<file path="config.mk">
export PLATFORM = sky130hd
export DESIGN_NAME = rr_arbiter_n
export DESIGN_NICKNAME = d
export VERILOG_FILES = /design/src/rtl/rr_arbiter_n.sv
export SDC_FILE = /design/constraint.sdc
export NUM_CORES = 1
export LEC_CHECK = 0
export ABC_CLOCK_PERIOD_IN_PS = 2150
export BUFFER_PORTS_ARGS = -buffer_cell sky130_fd_sc_hd__buf_2
export CORE_MARGIN = 3
export CORE_UTILIZATION = 53
export DETAILED_ROUTE_END_ITERATION = 8
export PLACE_DENSITY_LB_ADDON = 0.12
export SYNTH_ARGS = -nofsm -noshare
export SYNTH_HDL_FRONTEND = slang
export SYNTH_SLANG_ARGS = --single-unit
</file>
<file path="constraint.sdc">
create_clock -name clk -period 2.15 [get_ports clk]
set_clock_uncertainty 0.1 [all_clocks]
set_input_delay 0.43 -clock clk [delete_from_list [all_inputs] [get_ports clk]]
set_output_delay 0.43 -clock clk [all_outputs]
set_load 0.01 [all_outputs]
</file>
<file path="src/rtl/rr_arbiter_n.sv">
// rr_arbiter_n
//   N-requester bus arbiter with selectable fixed-priority or round-robin
//   policy, grant hold while the owner keeps requesting, and a hold-limit
//   timeout that hands the bus to a waiting requester.
//
// Parameters
//   N_REQ     number of requesters (2..16)
//   RR_MODE   1 = round-robin, 0 = fixed priority (lowest index wins)
//   MAX_HOLD  max consecutive grant cycles while others wait; 0 = unlimited
//
// Ports
//   clk          rising-edge clock
//   reset        asynchronous, active-low reset
//   request      per-agent request, level-sensitive
//   grant        one-hot grant, registered
//   grant_valid  |grant, registered
//   grant_id     index of current owner (0 when idle), registered
//   timeout      1-cycle pulse: grant was revoked by the hold limit
//   dbg_state    current FSM state (0 = IDLE, 1 = OWNED)
//
// Handshake: an agent raises request and keeps it high until it sees its
// grant bit; it owns the resource for every cycle its grant bit is high and
// releases by dropping request. The arbiter samples request at each rising
// edge; the grant decided at that edge is visible in the following cycle.
// An agent must also accept losing its grant early when timeout pulses.
module rr_arbiter_n #(
  parameter int N_REQ    = 4,
  parameter int RR_MODE  = 1,
  parameter int MAX_HOLD = 8
) (
  input  logic                     clk,
  input  logic                     reset,
  input  logic [N_REQ-1:0]         request,
  output logic [N_REQ-1:0]         grant,
  output logic                     grant_valid,
  output logic [$clog2(N_REQ)-1:0] grant_id,
  output logic                     timeout,
  output logic [0:0]               dbg_state
);

  localparam int IW = $clog2(N_REQ);
  localparam int HW = (MAX_HOLD > 1) ? $clog2(MAX_HOLD) : 1;
  localparam int HOLD_LAST_I = (MAX_HOLD > 0) ? MAX_HOLD - 1 : 0;
  localparam logic [HW-1:0] HOLD_LAST = HOLD_LAST_I[HW-1:0];
  localparam int PTR_RST_I = N_REQ - 1;
  localparam logic [IW-1:0] PTR_RST = PTR_RST_I[IW-1:0];

  typedef enum logic [0:0] {
    IDLE  = 1'b0,
    OWNED = 1'b1
  } state_t;

  state_t           state_q, state_d;
  logic [N_REQ-1:0] grant_q, grant_d;
  logic             gv_q, gv_d;
  logic [IW-1:0]    id_q, id_d;
  logic [HW-1:0]    hold_q, hold_d;
  logic [IW-1:0]    ptr_q, ptr_d;
  logic             to_q, to_d;

  logic             any_req;
  logic             owner_req;
  logic             others_req;
  logic             expiry;
  logic             new_grant;
  logic [N_REQ-1:0] elig;
  logic [IW-1:0]    win;

  // Winner among the set bits of v. Round-robin starts the search one past
  // the last owner and wraps; fixed priority takes the lowest set index.
  // Callers only use the result when v is non-zero.
  function automatic logic [IW-1:0] pick(input logic [N_REQ-1:0] v,
                                         input logic [IW-1:0]    ptr);
    logic [IW-1:0] r;
    logic          found;
    int            idx;
    r     = '0;
    found = 1'b0;
    idx   = 0;
    if (RR_MODE != 0) begin
      for (int k = 1; k <= N_REQ; k++) begin
        idx = (int'(ptr) + k) % N_REQ;
        if (!found && v[idx]) begin
          r     = idx[IW-1:0];
          found = 1'b1;
        end
      end
    end else begin
      for (int i = N_REQ - 1; i >= 0; i--) begin
        if (v[i]) r = i[IW-1:0];
      end
    end
    return r;
  endfunction

  always_comb begin
    any_req    = |request;
    owner_req  = |(request & grant_q);
    others_req = |(request & ~grant_q);
    // The hold limit only bites when someone else is actually waiting;
    // a lone owner keeps the bus with its counter saturated.
    expiry     = (MAX_HOLD > 0) && (state_q == OWNED) && owner_req &&
                 (hold_q == HOLD_LAST) && others_req;
    elig       = expiry ? (request & ~grant_q) : request;
    win        = pick(elig, ptr_q);
  end

  always_comb begin
    state_d   = state_q;
    grant_d   = grant_q;
    gv_d      = gv_q;
    id_d      = id_q;
    hold_d    = hold_q;
    ptr_d     = ptr_q;
    to_d      = 1'b0;
    new_grant = 1'b0;

    case (state_q)
      IDLE: begin
        if (any_req) new_grant = 1'b1;
      end
      OWNED: begin
        if (expiry) begin
          new_grant = 1'b1;
          to_d      = 1'b1;
        end else if (owner_req) begin
          if ((MAX_HOLD > 0) && (hold_q != HOLD_LAST)) hold_d = hold_q + HW'(1);
        end else if (any_req) begin
          // Owner released with others pending: hand over on this same edge.
          new_grant = 1'b1;
        end else begin
          state_d = IDLE;
          grant_d = '0;
          gv_d    = 1'b0;
          id_d    = '0;
          hold_d  = '0;
        end
      end
      default: begin
        state_d = IDLE;
        grant_d = '0;
        gv_d    = 1'b0;
        id_d    = '0;
        hold_d  = '0;
      end
    endcase

    if (new_grant) begin
      state_d = OWNED;
      grant_d = '0;
      for (int i = 0; i < N_REQ; i++) begin
        if (win == i[IW-1:0]) grant_d[i] = 1'b1;
      end
      gv_d   = 1'b1;
      id_d   = win;
      hold_d = '0;
      ptr_d  = win;
    end
  end

  always_ff @(posedge clk or negedge reset) begin
    if (!reset) begin
      state_q <= IDLE;
      grant_q <= '0;
      gv_q    <= 1'b0;
      id_q    <= '0;
      hold_q  <= '0;
      ptr_q   <= PTR_RST;
      to_q    <= 1'b0;
    end else begin
      state_q <= state_d;
      grant_q <= grant_d;
      gv_q    <= gv_d;
      id_q    <= id_d;
      hold_q  <= hold_d;
      ptr_q   <= ptr_d;
      to_q    <= to_d;
    end
  end

  assign grant       = grant_q;
  assign grant_valid = gv_q;
  assign grant_id    = id_q;
  assign timeout     = to_q;
  assign dbg_state   = state_q;

endmodule

</file>
# == Yosys cells after proc, flatten, opt, wreduce, memory -nomap -nowiden ==
# Index checks and enable logic that the tools add are counted.
# op_classes
n_addsub,5
magnitude_cmp,4
n_eq_ne,10
n_mux,55
bitwise_logic,8
reduce_logical,20
# op_table
op,n
1-bit 2-to-1 mux,29
4-bit 2-to-1 mux,6
2-bit 2-to-1 mux,9
3-bit 2-to-1 mux,6
3-bit by 4-bit less-than comparator with 1-bit output (second input constant),4
4-bit OR reduction,3
4-bit bitwise AND,2
1-bit binary-select mux with 2-bit select,4
4-bit AND reduction,2
2-bit OR reduction,4
1-bit logical AND,6
2-bit by 1-bit != test with 1-bit output (second input constant),3
3-bit by 1-bit != test with 1-bit output (second input constant),2
2-bit by 1-bit adder with 2-bit output (second input constant),2
2-bit adder (second input constant),2
1-bit bitwise AND (first input constant),4
2-bit == test (second input constant),2
4-bit inverter,1
3-bit by 1-bit adder with 3-bit output (second input constant),1
3-bit == test (second input constant),1
1-bit logical NOT,3
3-bit != test (second input constant),1
2-bit by 1-bit == test with 1-bit output (second input constant),1
2-bit logical NOT,1
other kinds (3),3
# word_totals
regBits,14
input_bits,6
output_inout_bits,9

# == Logic depth before layout (Yosys ltp) ==
# depth
word_depth,22
ltp_mapped,7
mapped_depth_nobuf,7

# == Worst setup path after synthesis ==
# No wires, ideal clock.
# synth_path
path_type,flip-flop to flip-flop
from,register hold_q[0]
to,register grant_q[0] (netlist: grant[0])
setup_ns,0.066
arrival_time_ns,1.769
path_slack_ns,0.214
stages_incl_launch_ff,8
path_buffers,0
cell_sequence,dfrtp_1 > ha_1 > ha_1 > o211ai_4 > o21ai_1 > o22ai_1 > a2111oi_4 > a22o_1
# synth_via
elab_chain_cells,20
elab_cells_between_ends,39
# synth_rtl
element,line_no,text
"start, declared",57,"logic [HW-1:0] hold_q, hold_d;"
"start signal, assigned",175,hold_q <= hold_d;
3-bit == test (*),103,(hold_q == HOLD_LAST) && others_req;
1-bit logical AND (*),102,expiry = (MAX_HOLD > 0) && (state_q == OWNED) && owner_req &&
1-bit logical AND (*),103,
4-bit 2-to-1 mux,104,elig = expiry ? (request & ~grant_q) : request;
1-bit binary-select mux with 2-bit select,83,if (!found && v[idx]) begin
1-bit 2-to-1 mux (not written as such) (2 in a row),83,
1-bit 2-to-1 mux,83,
1-bit logical NOT,83,
[... 3 more ...],--,
1-bit logical AND,83,
1-bit 2-to-1 mux,83,
1-bit logical NOT,83,
1-bit logical AND,83,
2-bit 2-to-1 mux,83,
2-bit logical NOT,152,if (win == i[IW-1:0]) grant_d[i] = 1'b1;
1-bit 2-to-1 mux,152,
4-bit 2-to-1 mux,148,if (new_grant) begin
"end signal, assigned",172,grant_q <= grant_d;
"end, declared",54,"logic [N_REQ-1:0] grant_q, grant_d;"
# Every way passes the cells marked *; elsewhere a longest branch is shown, timed or not. The select of a mux whose other input is x is not followed.
# A chain may end at the register's enable or synchronous reset.

# == Final worst setup path ==
# layout_path
from,register grant_q[1] (netlist: grant[1])
to,register grant_q[1] (netlist: grant[1])
# layout_via
elab_chain_cells,22
elab_cells_between_ends,45
# layout_rtl
element,line_no,text
4-bit bitwise AND,98,owner_req = |(request & grant_q);
4-bit OR reduction,98,
1-bit logical AND (2 in a row),102,
1-bit logical AND,103,
4-bit 2-to-1 mux,104,
1-bit binary-select mux with 2-bit select,83,
1-bit 2-to-1 mux (not written as such) (2 in a row),83,
1-bit 2-to-1 mux,83,
[... 4 more ...],--,
1-bit logical AND,83,
1-bit 2-to-1 mux,83,
1-bit logical NOT,83,
1-bit logical AND,83,
2-bit 2-to-1 mux,83,
2-bit by 1-bit == test with 1-bit output,152,
1-bit 2-to-1 mux,152,
4-bit 2-to-1 mux,148,
# Parallel ways exist; a longest one is shown, timed or not. The select of a mux whose other input is x is not followed.

==> results.ini <==
[yosys]
yosys_warnings = 0
synth_edf_count = 0
synth_cell_types = 33
synth_flop_cell = dfrtp_1
syn_nets = 82
ys_seq_area_share_pct = 43.32
yosys_register_bits = 14
synth_area_um2 = 814.5
ys_async_sr_fraction_pct = 100.0
synthCells = 74
syn_area_per_cell_um2 = 11.01

[sta]
final_max_slew_viol_count = 0
tightest_slew_ns = 0.3840
holdWs_ns = 0.3766
setup_viol = 0
min_period_over_period_pct = 95.39
max_freq_mhz = 487.6
hold_viol = 0
relSlewSlack_pct = 74.06
period_needed_ns = 2.051
rsz0062_at_grt = false

[die]
fp.dieH_um = 45.20
num_io_pins = 15
initial_core_util_pct = 59.62
fp.dieArea_um2 = 2043
core_um2 = 1366
rows = 13
die_w_um = 45.20

[place]
gp_congestion = 0.8373
dp_hpwl_um = 1324
io_buffer_count = 14
dpl_cell_area_um2 = 933.4

[power_and_ir_drop]
p_leak_uw = 0.0004324
p_sw_share_pct = 40.38
peakVddDrop_mv = 0.7450
p_int_uw = 713.5
combPwrFrac_pct = 48.2
p_sw_uw = 483.3
clkPwrFrac_pct = 12.8
seq_power_share_pct = 39.0
powerDensity_nw_per_um2 = 1188

[clock_network]
clk_pin_slew_ns = 0.09
cts_root_buffer = clkbuf_4
clkLatencyLatePin_ns = 0.28
cts_tree = yes
cts_buffer_depth = 2
cts_num_sinks = 14
htree_levels = 1
numCtsBuffers = 3

[final_layout]
drive_gt1_share_pct = 45.36
antenna-diode-count = 0
final_area_um2 = 1007
fin_util_pct = 73.72
fin_nets = 106
area_delta_synth_final_pct = 23.66

[global_routing]
grt_pass1_wl_um = 3153
grt_use_total_pct = 21.51
antenna_found_initial = 0
use_met1_pct = 27.48
grt_pass1_vias = 684
met2_usage_pct = 35.03
grt_max_degree = 15
grt-busiest-layer = met2
grt_util_met3_pct = 4.781
overflow = 0

[run]
maxCapViolCount = 0

[routing]
drc_errors = 0
drtIter0Drc = 7
post_drt_wl_per_cell_um = 15.84
wl_um = 1774
via_per_inst = 6.188
drtAntennaViolNets = 0
dr.pass1.iters = 2
vias = 693

[critical_path]
cp-end-kind = register
reg2reg_to = grant[1]
worstSetupPathType = reg -> reg
startpoint_type = register
worstPathMaxFanout = 5
r2r_cells = 6
reg2reg_from = grant[1]
ff2ff_setup_slack_ns = 0.1
arrival_ns = 2.14
cp.required_ns = 2.24

[min_path]
whs_endpoint = grant_valid
worstHoldStart = grant_valid
hold_path_depth = 2
hp-class = reg -> reg

[run_status]
outcome = completed

-- metal layers --
layer  wire [µm]  vias up
met4          26        0
met5           0        -
li1            -      341
met2         842       19
met3          94        4
met1         811      329
-- what timing repair did --
item / CTS / global route
setup buffers: 0 / 0
endpoints found under the hold margin: 12 / 0
endpoints found under the setup margin: 0 / 8
gates resized for setup: 0 / 9
hold buffers: 1 / 0
-- worst max-delay path, stage by stage (launching register included) --
cell	delay, ns
dfrtp_2	0.46
a22o_2	0.28
o211ai_4	0.29
o21a_2	0.20
a21boi_1	0.08
o31a_1	0.33
o31ai_1	0.22
-- how the worst max path moves through the flow --
stage / from / depth (start not counted) / slack [ns] / end
after detailed placement: request[1] / 7 / -0.02 / grant_id[0]
final: grant[1] / 6 / 0.1 / grant[1]
after floorplan: hold_q[0] / 7 / 0.21 / grant[0]
after CTS: hold_q[0] / 7 / 0.02 / grant_id[0]
after global placement: request[1] / 7 / -0.06 / grant_id[0]
after global routing: grant[1] / 6 / 0.02 / grant[0]
-- cells in the final DEF, fill, tap and decap left out --
master and n:
o21ai_4 2, o21ai_0 3, a21oi_1 1, ha_1 1
dfrtp_2 1, a21boi_1 1, o21ai_1 3, a22o_1 4
a2111oi_4 1, dfstp_2 2, mux2_2 1, a21oi_2 1
o31ai_1 4, o21a_2 1, dfrtp_1 11, a211oi_2 1
o31a_1 1, nor2_1 4, clkbuf_1 1, clkbuf_4 3
or2_2 1, nor3b_2 1, o211ai_4 1, a22o_4 1
and2b_1 1, buf_2 14, buf_4 4, o211a_1 1
dlygate4sd3_1 1, o31ai_2 3, nor2b_2 3, o41ai_1 1
or4_1 1, nand2_1 9, a22o_2 1, ha_2 1
inv_1 2, o22ai_1 2, o22ai_2 1, nand2b_1 1
-- state kept, by name, indices dropped and copies added (netlist names) --
register / flops
grant_id: 2
ptr_q: 2
grant: 4
dbg_state: 1
grant_valid: 1
timeout: 1
hold_q: 3
-- cell type report --
class	instances	area, µm²
Fill cell	114	359.1
Tap cell	15	18.77
Sequential cell	14	354.1
Multi-Input combinational cell	58	490.5
Clock buffer	4	26.28
Inverter	2	7.507
Timing Repair Buffer	19	110.1
-- power groups by stage --
stage | clock network (µW) | registers (µW) | logic (µW)
floorplan | 0 | 475 | 353
global placement | 0 | 461 | 540
detailed placement | 0 | 465 | 554
CTS | 157 | 462 | 561
global route | 168 | 484 | 648
finish | 153 | 466 | 577
-- cells in the mapped netlist, types with 2 or more instances --
cell type  count  share of area, %
a22o_1         4               4.3
dfrtp_1       12                37
dfstp_2        2               6.5
ha_1           2               3.1
inv_1          2              0.92
nand2_1        9               4.1
nor2_1         4               1.8
nor2b_2        3               3.2
o21ai_0        4               2.5
o21ai_1        3               1.8
o22ai_1        2               1.5
o31ai_1        6               5.5
-- cell families after synthesis --
family                     after synthesis  synth area share (%)
AOI/OAI and AO/OA                       34                 37.17
and+or+nand+nor                         21                 14.13
DFF                                     14                 43.32
buffers and inverters                    2                0.9220
adders and majority gates                2                 3.072
muxes                                    1                 1.382
-- metrics by stage --
stage | worst slack (ns) | total power, µW | setup TNS (ns) | cells
2_1_floorplan | 0.2145 | 828.4 | 0 | 74
3_3_place_gp | -0.05668 | 1001 | -0.1051 | 107
3_5_place_dp | -0.02293 | 1018 | -0.02293 | 107
4_1_cts | 0.01681 | 1179 | 0 | 112
5_1_grt | 0.01690 | 1301 | 0 | 112
6_report | 0.09921 | 1197 | 0 | 112
Power figures use the tool's default switching activity.
